$ cat config.mk
export PLATFORM = sky130hd
export DESIGN_NAME = mem_refill_arbiter_flat
export DESIGN_NICKNAME = d
export VERILOG_FILES = /design/src/rtl/mem_refill_arbiter_pkg.sv /design/src/rtl/mem_refill_arbiter_if.sv /design/src/rtl/mem_refill_arbiter_arb.sv /design/src/rtl/mem_refill_arbiter.sv /design/src/flat_wrapper.sv
export SDC_FILE = /design/constraint.sdc
export NUM_CORES = 1
export LEC_CHECK = 0
export BUFFER_PORTS_ARGS = -buffer_cell sky130_fd_sc_hd__buf_2
export CAP_MARGIN = 20
export CORE_AREA = 2 2 107 109
export CTS_CLUSTER_DIAMETER = 60
export DETAILED_ROUTE_END_ITERATION = 6
export DIE_AREA = 0 0 109 111
export PLACE_DENSITY = 0.76
export SLEW_MARGIN = 20
export SYNTH_ARGS = -nofsm -noshare
export SYNTH_HDL_FRONTEND = slang
export SYNTH_SLANG_ARGS = --single-unit
$ cat constraint.sdc
create_clock -name clk -period 4.6 [get_ports clk]
set_input_delay 0.23 -clock clk [delete_from_list [all_inputs] [get_ports clk]]
set_output_delay 0.23 -clock clk [all_outputs]
set_load 0.05 [all_outputs]
$ cat src/rtl/mem_refill_arbiter_pkg.sv
// Shared types and constants for the I/D-cache main-memory refill arbiter.
package mem_arb_pkg;

    typedef enum logic [1:0] {
        IDLE,
        BURST,
        WRITE,
        DONE
    } state_t;

    typedef enum logic {
        GNT_I,
        GNT_D
    } grant_t;

    // Block offset width in bytes: word-index bits plus the two byte bits.
    function automatic int offs_w(input int block_words);
        return $clog2(block_words) + 2;
    endfunction

    localparam int OFFS_W = offs_w(4);

endpackage

$ cat src/rtl/mem_refill_arbiter_if.sv
// Bundle of the two cache-side request ports and the main-memory port.
interface mem_refill_arbiter_if #(
    parameter int ADDR_W      = 32,
    parameter int DATA_W      = 32,
    parameter int BLOCK_WORDS = 4
);
    localparam int IDX_W = $clog2(BLOCK_WORDS);

    logic              i_req;
    logic [ADDR_W-1:0] i_addr;
    logic              i_rvalid;
    logic [DATA_W-1:0] i_rdata;
    logic [IDX_W-1:0]  i_widx;
    logic              i_done;

    logic              d_req;
    logic              d_we;
    logic [ADDR_W-1:0] d_addr;
    logic [DATA_W-1:0] d_wdata;
    logic              d_rvalid;
    logic [DATA_W-1:0] d_rdata;
    logic [IDX_W-1:0]  d_widx;
    logic              d_done;

    logic              mem_en;
    logic              mem_we;
    logic [ADDR_W-1:0] mem_addr;
    logic [DATA_W-1:0] mem_wdata;
    logic [DATA_W-1:0] mem_rdata;
    logic              mem_ack;

    logic              busy;

    modport slave (
        input  i_req, i_addr, d_req, d_we, d_addr, d_wdata, mem_rdata, mem_ack,
        output i_rvalid, i_rdata, i_widx, i_done,
        output d_rvalid, d_rdata, d_widx, d_done,
        output mem_en, mem_we, mem_addr, mem_wdata, busy
    );

    modport master (
        output i_req, i_addr, d_req, d_we, d_addr, d_wdata, mem_rdata, mem_ack,
        input  i_rvalid, i_rdata, i_widx, i_done,
        input  d_rvalid, d_rdata, d_widx, d_done,
        input  mem_en, mem_we, mem_addr, mem_wdata, busy
    );

endinterface

$ cat src/rtl/mem_refill_arbiter_arb.sv
// Two-requester round-robin arbiter; last_grant advances only when the
// grant is actually taken by the sequencer.
module rr_arbiter2
    import mem_arb_pkg::*;
(
    input  logic   clk,
    input  logic   reset,
    input  logic   req_i,
    input  logic   req_d,
    input  logic   take,
    output logic   gnt_valid,
    output grant_t gnt
);

    grant_t last_grant;

    always_comb begin
        gnt_valid = req_i | req_d;
        gnt       = GNT_I;
        if (req_i && req_d) begin
            gnt = (last_grant == GNT_I) ? GNT_D : GNT_I;
        end else if (req_d) begin
            gnt = GNT_D;
        end
    end

    always_ff @(posedge clk or posedge reset) begin
        if (reset) begin
            last_grant <= GNT_I;
        end else if (take) begin
            last_grant <= gnt;
        end
    end

endmodule

$ cat src/rtl/mem_refill_arbiter.sv
// Shares main memory between I- and D-cache miss paths: block refill bursts
// or single-word write-through, each closed by a one-cycle done pulse.
//   state | meaning
//   IDLE  | waiting for a request, arbiter consulted
//   BURST | reading BLOCK_WORDS words for the grantee
//   WRITE | single D-side write, held until mem_ack
//   DONE  | one-cycle done pulse to the grantee
module mem_refill_arbiter
    import mem_arb_pkg::*;
#(
    parameter int ADDR_W      = 32,
    parameter int DATA_W      = 32,
    parameter int BLOCK_WORDS = 4
) (
    input logic                clk,
    input logic                reset,
    mem_refill_arbiter_if.slave bus
);

    localparam int IDX_W = $clog2(BLOCK_WORDS);
    localparam int OFFS  = offs_w(BLOCK_WORDS);
    localparam logic [ADDR_W-1:0] BLK_MASK  = {ADDR_W{1'b1}} << OFFS;
    localparam logic [ADDR_W-1:0] WORD_MASK = {ADDR_W{1'b1}} << 2;

    state_t            state, state_nxt;
    grant_t            gnt_q;
    grant_t            arb_gnt;
    logic              arb_valid;
    logic              grant_take;
    logic              is_write;
    logic [IDX_W-1:0]  cnt;
    logic [ADDR_W-1:0] addr_q;
    logic [ADDR_W-1:0] req_addr;
    logic [DATA_W-1:0] wdata_q;

    rr_arbiter2 u_arb (
        .clk       (clk),
        .reset     (reset),
        .req_i     (bus.i_req),
        .req_d     (bus.d_req),
        .take      (grant_take),
        .gnt_valid (arb_valid),
        .gnt       (arb_gnt)
    );

    assign grant_take = (state == IDLE) && arb_valid;
    assign req_addr   = (arb_gnt == GNT_D) ? bus.d_addr : bus.i_addr;
    assign is_write   = (arb_gnt == GNT_D) && bus.d_we;

    // Address and write data are captured at grant so wait cycles hold them.
    always_ff @(posedge clk or posedge reset) begin
        if (reset) begin
            state   <= IDLE;
            gnt_q   <= GNT_I;
            cnt     <= '0;
            addr_q  <= '0;
            wdata_q <= '0;
        end else begin
            state <= state_nxt;
            if (grant_take) begin
                gnt_q   <= arb_gnt;
                cnt     <= '0;
                addr_q  <= req_addr & (is_write ? WORD_MASK : BLK_MASK);
                wdata_q <= bus.d_wdata;
            end else if (state == BURST && bus.mem_ack) begin
                cnt <= cnt + 1'b1;
            end
        end
    end

    always_comb begin
        state_nxt     = state;
        bus.mem_en    = 1'b0;
        bus.mem_we    = 1'b0;
        bus.mem_addr  = '0;
        bus.mem_wdata = '0;
        bus.i_rvalid  = 1'b0;
        bus.i_rdata   = '0;
        bus.i_widx    = '0;
        bus.i_done    = 1'b0;
        bus.d_rvalid  = 1'b0;
        bus.d_rdata   = '0;
        bus.d_widx    = '0;
        bus.d_done    = 1'b0;
        bus.busy      = (state != IDLE);

        case (state)
            IDLE: begin
                if (arb_valid) begin
                    state_nxt = is_write ? WRITE : BURST;
                end
            end
            BURST: begin
                bus.mem_en   = 1'b1;
                bus.mem_addr = addr_q + ADDR_W'({cnt, 2'b00});
                if (bus.mem_ack) begin
                    if (gnt_q == GNT_I) begin
                        bus.i_rvalid = 1'b1;
                        bus.i_rdata  = bus.mem_rdata;
                        bus.i_widx   = cnt;
                    end else begin
                        bus.d_rvalid = 1'b1;
                        bus.d_rdata  = bus.mem_rdata;
                        bus.d_widx   = cnt;
                    end
                    if (cnt == IDX_W'(BLOCK_WORDS - 1)) begin
                        state_nxt = DONE;
                    end
                end
            end
            WRITE: begin
                bus.mem_en    = 1'b1;
                bus.mem_we    = 1'b1;
                bus.mem_addr  = addr_q;
                bus.mem_wdata = wdata_q;
                if (bus.mem_ack) begin
                    state_nxt = DONE;
                end
            end
            DONE: begin
                if (gnt_q == GNT_I) begin
                    bus.i_done = 1'b1;
                end else begin
                    bus.d_done = 1'b1;
                end
                state_nxt = IDLE;
            end
            default: state_nxt = IDLE;
        endcase
    end

endmodule

$ cat src/flat_wrapper.sv
// flat-port wrapper written by rule: the top's interface ports become plain ports
module mem_refill_arbiter_flat import mem_arb_pkg::*;
#(
    parameter int ADDR_W      = 32,
    parameter int DATA_W      = 32,
    parameter int BLOCK_WORDS = 4
)
  (clk, reset, bus_i_req, bus_i_addr, bus_d_req, bus_d_we, bus_d_addr, bus_d_wdata, bus_mem_rdata, bus_mem_ack, bus_i_rvalid, bus_i_rdata, bus_i_widx, bus_i_done, bus_d_rvalid, bus_d_rdata, bus_d_widx, bus_d_done, bus_mem_en, bus_mem_we, bus_mem_addr, bus_mem_wdata, bus_busy);
  mem_refill_arbiter_if #(.ADDR_W(ADDR_W), .DATA_W(DATA_W), .BLOCK_WORDS(BLOCK_WORDS)) bus_i ();
  input logic clk;
  input logic reset;
  input wire logic [$bits(bus_i.i_req)-1:0] bus_i_req;
  input wire logic [$bits(bus_i.i_addr)-1:0] bus_i_addr;
  input wire logic [$bits(bus_i.d_req)-1:0] bus_d_req;
  input wire logic [$bits(bus_i.d_we)-1:0] bus_d_we;
  input wire logic [$bits(bus_i.d_addr)-1:0] bus_d_addr;
  input wire logic [$bits(bus_i.d_wdata)-1:0] bus_d_wdata;
  input wire logic [$bits(bus_i.mem_rdata)-1:0] bus_mem_rdata;
  input wire logic [$bits(bus_i.mem_ack)-1:0] bus_mem_ack;
  output wire logic [$bits(bus_i.i_rvalid)-1:0] bus_i_rvalid;
  output wire logic [$bits(bus_i.i_rdata)-1:0] bus_i_rdata;
  output wire logic [$bits(bus_i.i_widx)-1:0] bus_i_widx;
  output wire logic [$bits(bus_i.i_done)-1:0] bus_i_done;
  output wire logic [$bits(bus_i.d_rvalid)-1:0] bus_d_rvalid;
  output wire logic [$bits(bus_i.d_rdata)-1:0] bus_d_rdata;
  output wire logic [$bits(bus_i.d_widx)-1:0] bus_d_widx;
  output wire logic [$bits(bus_i.d_done)-1:0] bus_d_done;
  output wire logic [$bits(bus_i.mem_en)-1:0] bus_mem_en;
  output wire logic [$bits(bus_i.mem_we)-1:0] bus_mem_we;
  output wire logic [$bits(bus_i.mem_addr)-1:0] bus_mem_addr;
  output wire logic [$bits(bus_i.mem_wdata)-1:0] bus_mem_wdata;
  output wire logic [$bits(bus_i.busy)-1:0] bus_busy;
  assign bus_i.i_req = bus_i_req;
  assign bus_i.i_addr = bus_i_addr;
  assign bus_i.d_req = bus_d_req;
  assign bus_i.d_we = bus_d_we;
  assign bus_i.d_addr = bus_d_addr;
  assign bus_i.d_wdata = bus_d_wdata;
  assign bus_i.mem_rdata = bus_mem_rdata;
  assign bus_i.mem_ack = bus_mem_ack;
  assign bus_i_rvalid = bus_i.i_rvalid;
  assign bus_i_rdata = bus_i.i_rdata;
  assign bus_i_widx = bus_i.i_widx;
  assign bus_i_done = bus_i.i_done;
  assign bus_d_rvalid = bus_i.d_rvalid;
  assign bus_d_rdata = bus_i.d_rdata;
  assign bus_d_widx = bus_i.d_widx;
  assign bus_d_done = bus_i.d_done;
  assign bus_mem_en = bus_i.mem_en;
  assign bus_mem_we = bus_i.mem_we;
  assign bus_mem_addr = bus_i.mem_addr;
  assign bus_mem_wdata = bus_i.mem_wdata;
  assign bus_busy = bus_i.busy;
  mem_refill_arbiter #(.ADDR_W(ADDR_W), .DATA_W(DATA_W), .BLOCK_WORDS(BLOCK_WORDS)) u_core (.clk(clk), .reset(reset), .bus(bus_i));
endmodule
==> results_dict.tcl <==
set metrics [dict create \
    power_uw 4724 \
    cp-end-kind "output pin" \
    vias 4827 \
    dr.pass1.iters 7 \
    violations "DRC" \
    critPathMaxStageDelay_ns 0.57 \
    reg2reg_from "u_core.state[0]" \
    gr-usage-all-layers_pct 25.54 \
    p_per_area_nw_per_um2 747.3 \
    hold_viol 0 \
    postCtsHoldBufs 0 \
    start_util_pct 41.12 \
    setup_viol 0 \
    whs_path_depth 2 \
    final.min_clock_period_ns 3.241 \
    reg2regPathDepth 5 \
    rrSetupSlack_ns 2.28 \
    place.gp.congestion 0.9032 \
    drive_gt1_share_pct 43.77 \
    num-fill-cells 1012 \
    use_met3_pct 6.232 \
    synthFlopType "dfrtp_1" \
    syn2layout_area_growth_pct 38.79 \
    coreArea_um2 11080 \
    final_common_cell "buf_2" \
    die-height_um 111 \
    synth_area_leaders "dfrtp_1 (37%), and2_1 (14%), mux2_2 (8.2%), o21ai_0 (6.3%), mux2i_1 (6.2%)" \
    clk_path_buf_depth 2 \
    tns_ns 0 \
    portBuffers 264 \
    max_freq_mhz 308.5 \
    cts_sinks 67 \
    slew-limit-headroom_pct 33.44 \
    busiest_layer "met2" \
    synth-seq-cells 67 \
    grt_pass1_vias 4734 \
    postCtsResizedCells 0 \
    hold_class "in -> reg" \
    grt_pass1_wl_um 23690 \
    timing.rr.end "u_core.wdata_q[1]" \
    ir_drop_uv 493.6 \
    drtIter0Drc 333 \
    viasPerCell 5.304 \
    crit_chain "inv_1, ha_1, clkinv_1, nor2_1, buf_4, nand4b_1, o2bb2a_1, nand2_1, buf_2" \
    path_buf_inv 4 \
    grt_max_degree 68 \
    path_delay_family "buffers and inverters" \
    grt_antenna_before_repair 4 \
    drv_cap 0 \
    status "finished with violations" \
    die-area_um2 12100 \
    rows 39 \
    drtAntennaViolNets 0 \
    synth_edf_count 0 \
    yosysTopAreaCellShare_pct 36.81 \
    clock-root-buffer "clkbuf_16" \
    cpMaxStageDelayCell "ha_1" \
    synth_top_area_cell "dfrtp_1" \
    boundaryPins 273 \
    final_cell_mix "buf_2 (264), and2_1 (101), dfrtp_1 (67)" \
    synthCells 510 \
    grtUsageMet2_pct 45.63 \
    critPathMaxFanout 19 \
    p_leak_uw 0.003327 \
    use_met1_pct 27.07 \
    synth_warnings 0 \
    cts_setup_buffers 0 \
    grt_setup_unrepaired "no" \
    clk_pin_slew_ns 0.06 \
    nNetsFinal 900 \
    min_from "bus_d_wdata[9]" \
    syn_avg_cell_area_um2 8.930 \
    drc 2 \
    drt_wl_total_um 15280 \
    post-route-period-util_pct 70.46 \
    synthDistinctLibCells 56 \
    critical_path_class "reg -> out" \
    gr-total-overflow 0 \
    dpl_cell_area_um2 5973 \
    yosysSeqAreaShare_pct 36.81 \
    die-width_um 109 \
    cts_tree "built" \
    whs_endpoint "u_core.wdata_q[9]" \
    async_flop_share_pct 100.0 \
    netlist_area_um2 4554 \
    final-max-slew-violation-count 0 \
    cp.required_ns 4.37 \
    htreeDepth 3 \
    hpwlAfterDp_um 12030 \
    arrival_ns 3.01 \
    tightest_slew_ns 0.9893 \
    startpoint_type "flop" \
    numCtsBuffers 9 \
    fin_area_um2 6321 \
    wire_per_inst_um 16.79 \
    finClkSkew_ns 0.005068 \
    clock_latency_ns 0.33 \
]
## worst reg2reg max path: cells and delay by family, from the launching register on
family                     cells  cell delay (ns)
buffers and inverters          2             0.71
muxes                          1             0.42
AOI/OAI and AO/OA              1             0.39
DFF                            1             0.38
adders and majority gates      1             0.31
## layer usage
layer  vias up  wire, µm
met3        37      1308
met1      2247      5494
met2       254      7857
met4         0       616
met5         -         0
li1       2289         -
## sequential cells by signal, summed over array words and instances, names as in the netlist
name            flops
u_core.wdata_q     32
u_core.addr_q      30
u_core.cnt          2
u_core.state        2
u_core.gnt_q        1
## power breakdown
part,switching [µW],internal [µW],leakage (µW)
logic,1990,801,0.00235
registers,282,886,0.000814
clock network,263,506,0.000162
## cell type report
class                      count  area, µm²  area share, %
multi-input combinational    399       2706          42.81
sequential                    67       1677          26.52
timing repair buffer         271       1374          21.73
clock buffer                  11      252.7          3.998
tap                          143      178.9          2.831
clock inverter                 5      85.08          1.346
inverter                      10      37.54         0.5938
antenna                        4      10.01         0.1584
## kinds of logic (layout without fill, tap and decap cells)
kind of cell / after synthesis / in the layout / synth area share (%)
AO/OA/AOI/OAI: 109 / 109 / 14.62
XOR/XNOR: 1 / 1 / 0.1923
adder cells (fa/ha/maj): 8 / 8 / 2.363
buffers and inverters: 45 / 297 / 4.341
flip-flops: 67 / 67 / 36.81
multiplexers: 61 / 61 / 14.31
other: 1 / 6 / 0.08234
AND/OR/NAND/NOR: 218 / 218 / 27.28
## worst max path at each step
stage	from	to	slack (ns)	depth (start not counted)
final	u_core.state[1]	bus_mem_addr[31]	1.36	9
after global routing	u_core.state[1]	bus_mem_addr[23]	1.15	7
after CTS	u_core.state[1]	bus_mem_addr[31]	1.39	9
after detailed placement	u_core.state[1]	bus_mem_addr[31]	1.75	9
after global placement	u_core.state[1]	bus_mem_addr[31]	1.84	9
after floorplan	u_core.state[1]	bus_mem_addr[25]	1.19	5
## cells in the mapped netlist (2+ instances only)
| cell | number |
|---|---|
| a22o_1 | 2 |
| and4_1 | 2 |
| a311oi_1 | 2 |
| nand3_2 | 2 |
| nand4_1 | 6 |
| nor4_1 | 2 |
| and3_1 | 6 |
| or3_1 | 2 |
| o311ai_2 | 2 |
| clkbuf_1 | 21 |
| and2_1 | 101 |
| ha_1 | 7 |
| dfrtp_1 | 67 |
| o211ai_1 | 5 |
| o311ai_0 | 2 |
| o41ai_1 | 2 |
| a21boi_0 | 3 |
| o31ai_1 | 5 |
| nor2b_1 | 3 |
| a31oi_1 | 5 |
| buf_4 | 2 |
| mux2i_1 | 28 |
| nor3_1 | 4 |
| a22oi_1 | 2 |
| nor2_1 | 15 |
| buf_2 | 10 |
| o21ai_0 | 57 |
| a21oi_1 | 15 |
| nand3_1 | 13 |
| clkinv_1 | 2 |
| or4_1 | 2 |
| inv_1 | 8 |
| nand2_1 | 50 |
| mux2_2 | 33 |
## through the flow
| step | cells | hold WS (ns) | utilization, % | setup WS, ns |
|---|---|---|---|---|
| final | 910 | 0.1247 | 57.07 | 1.359 |
| after global routing | 910 | 0.1159 | 57.07 | 1.151 |
| after CTS | 906 | 0.1156 | 56.97 | 1.393 |
| after detailed placement | 890 | 0.4660 | 53.93 | 1.751 |
| after global placement | 890 | 0.4616 | 53.93 | 1.838 |
| after floorplan | 511 | 0.3372 | - | 1.190 |
No activity file was read; power rests on OpenSTA's default activity.
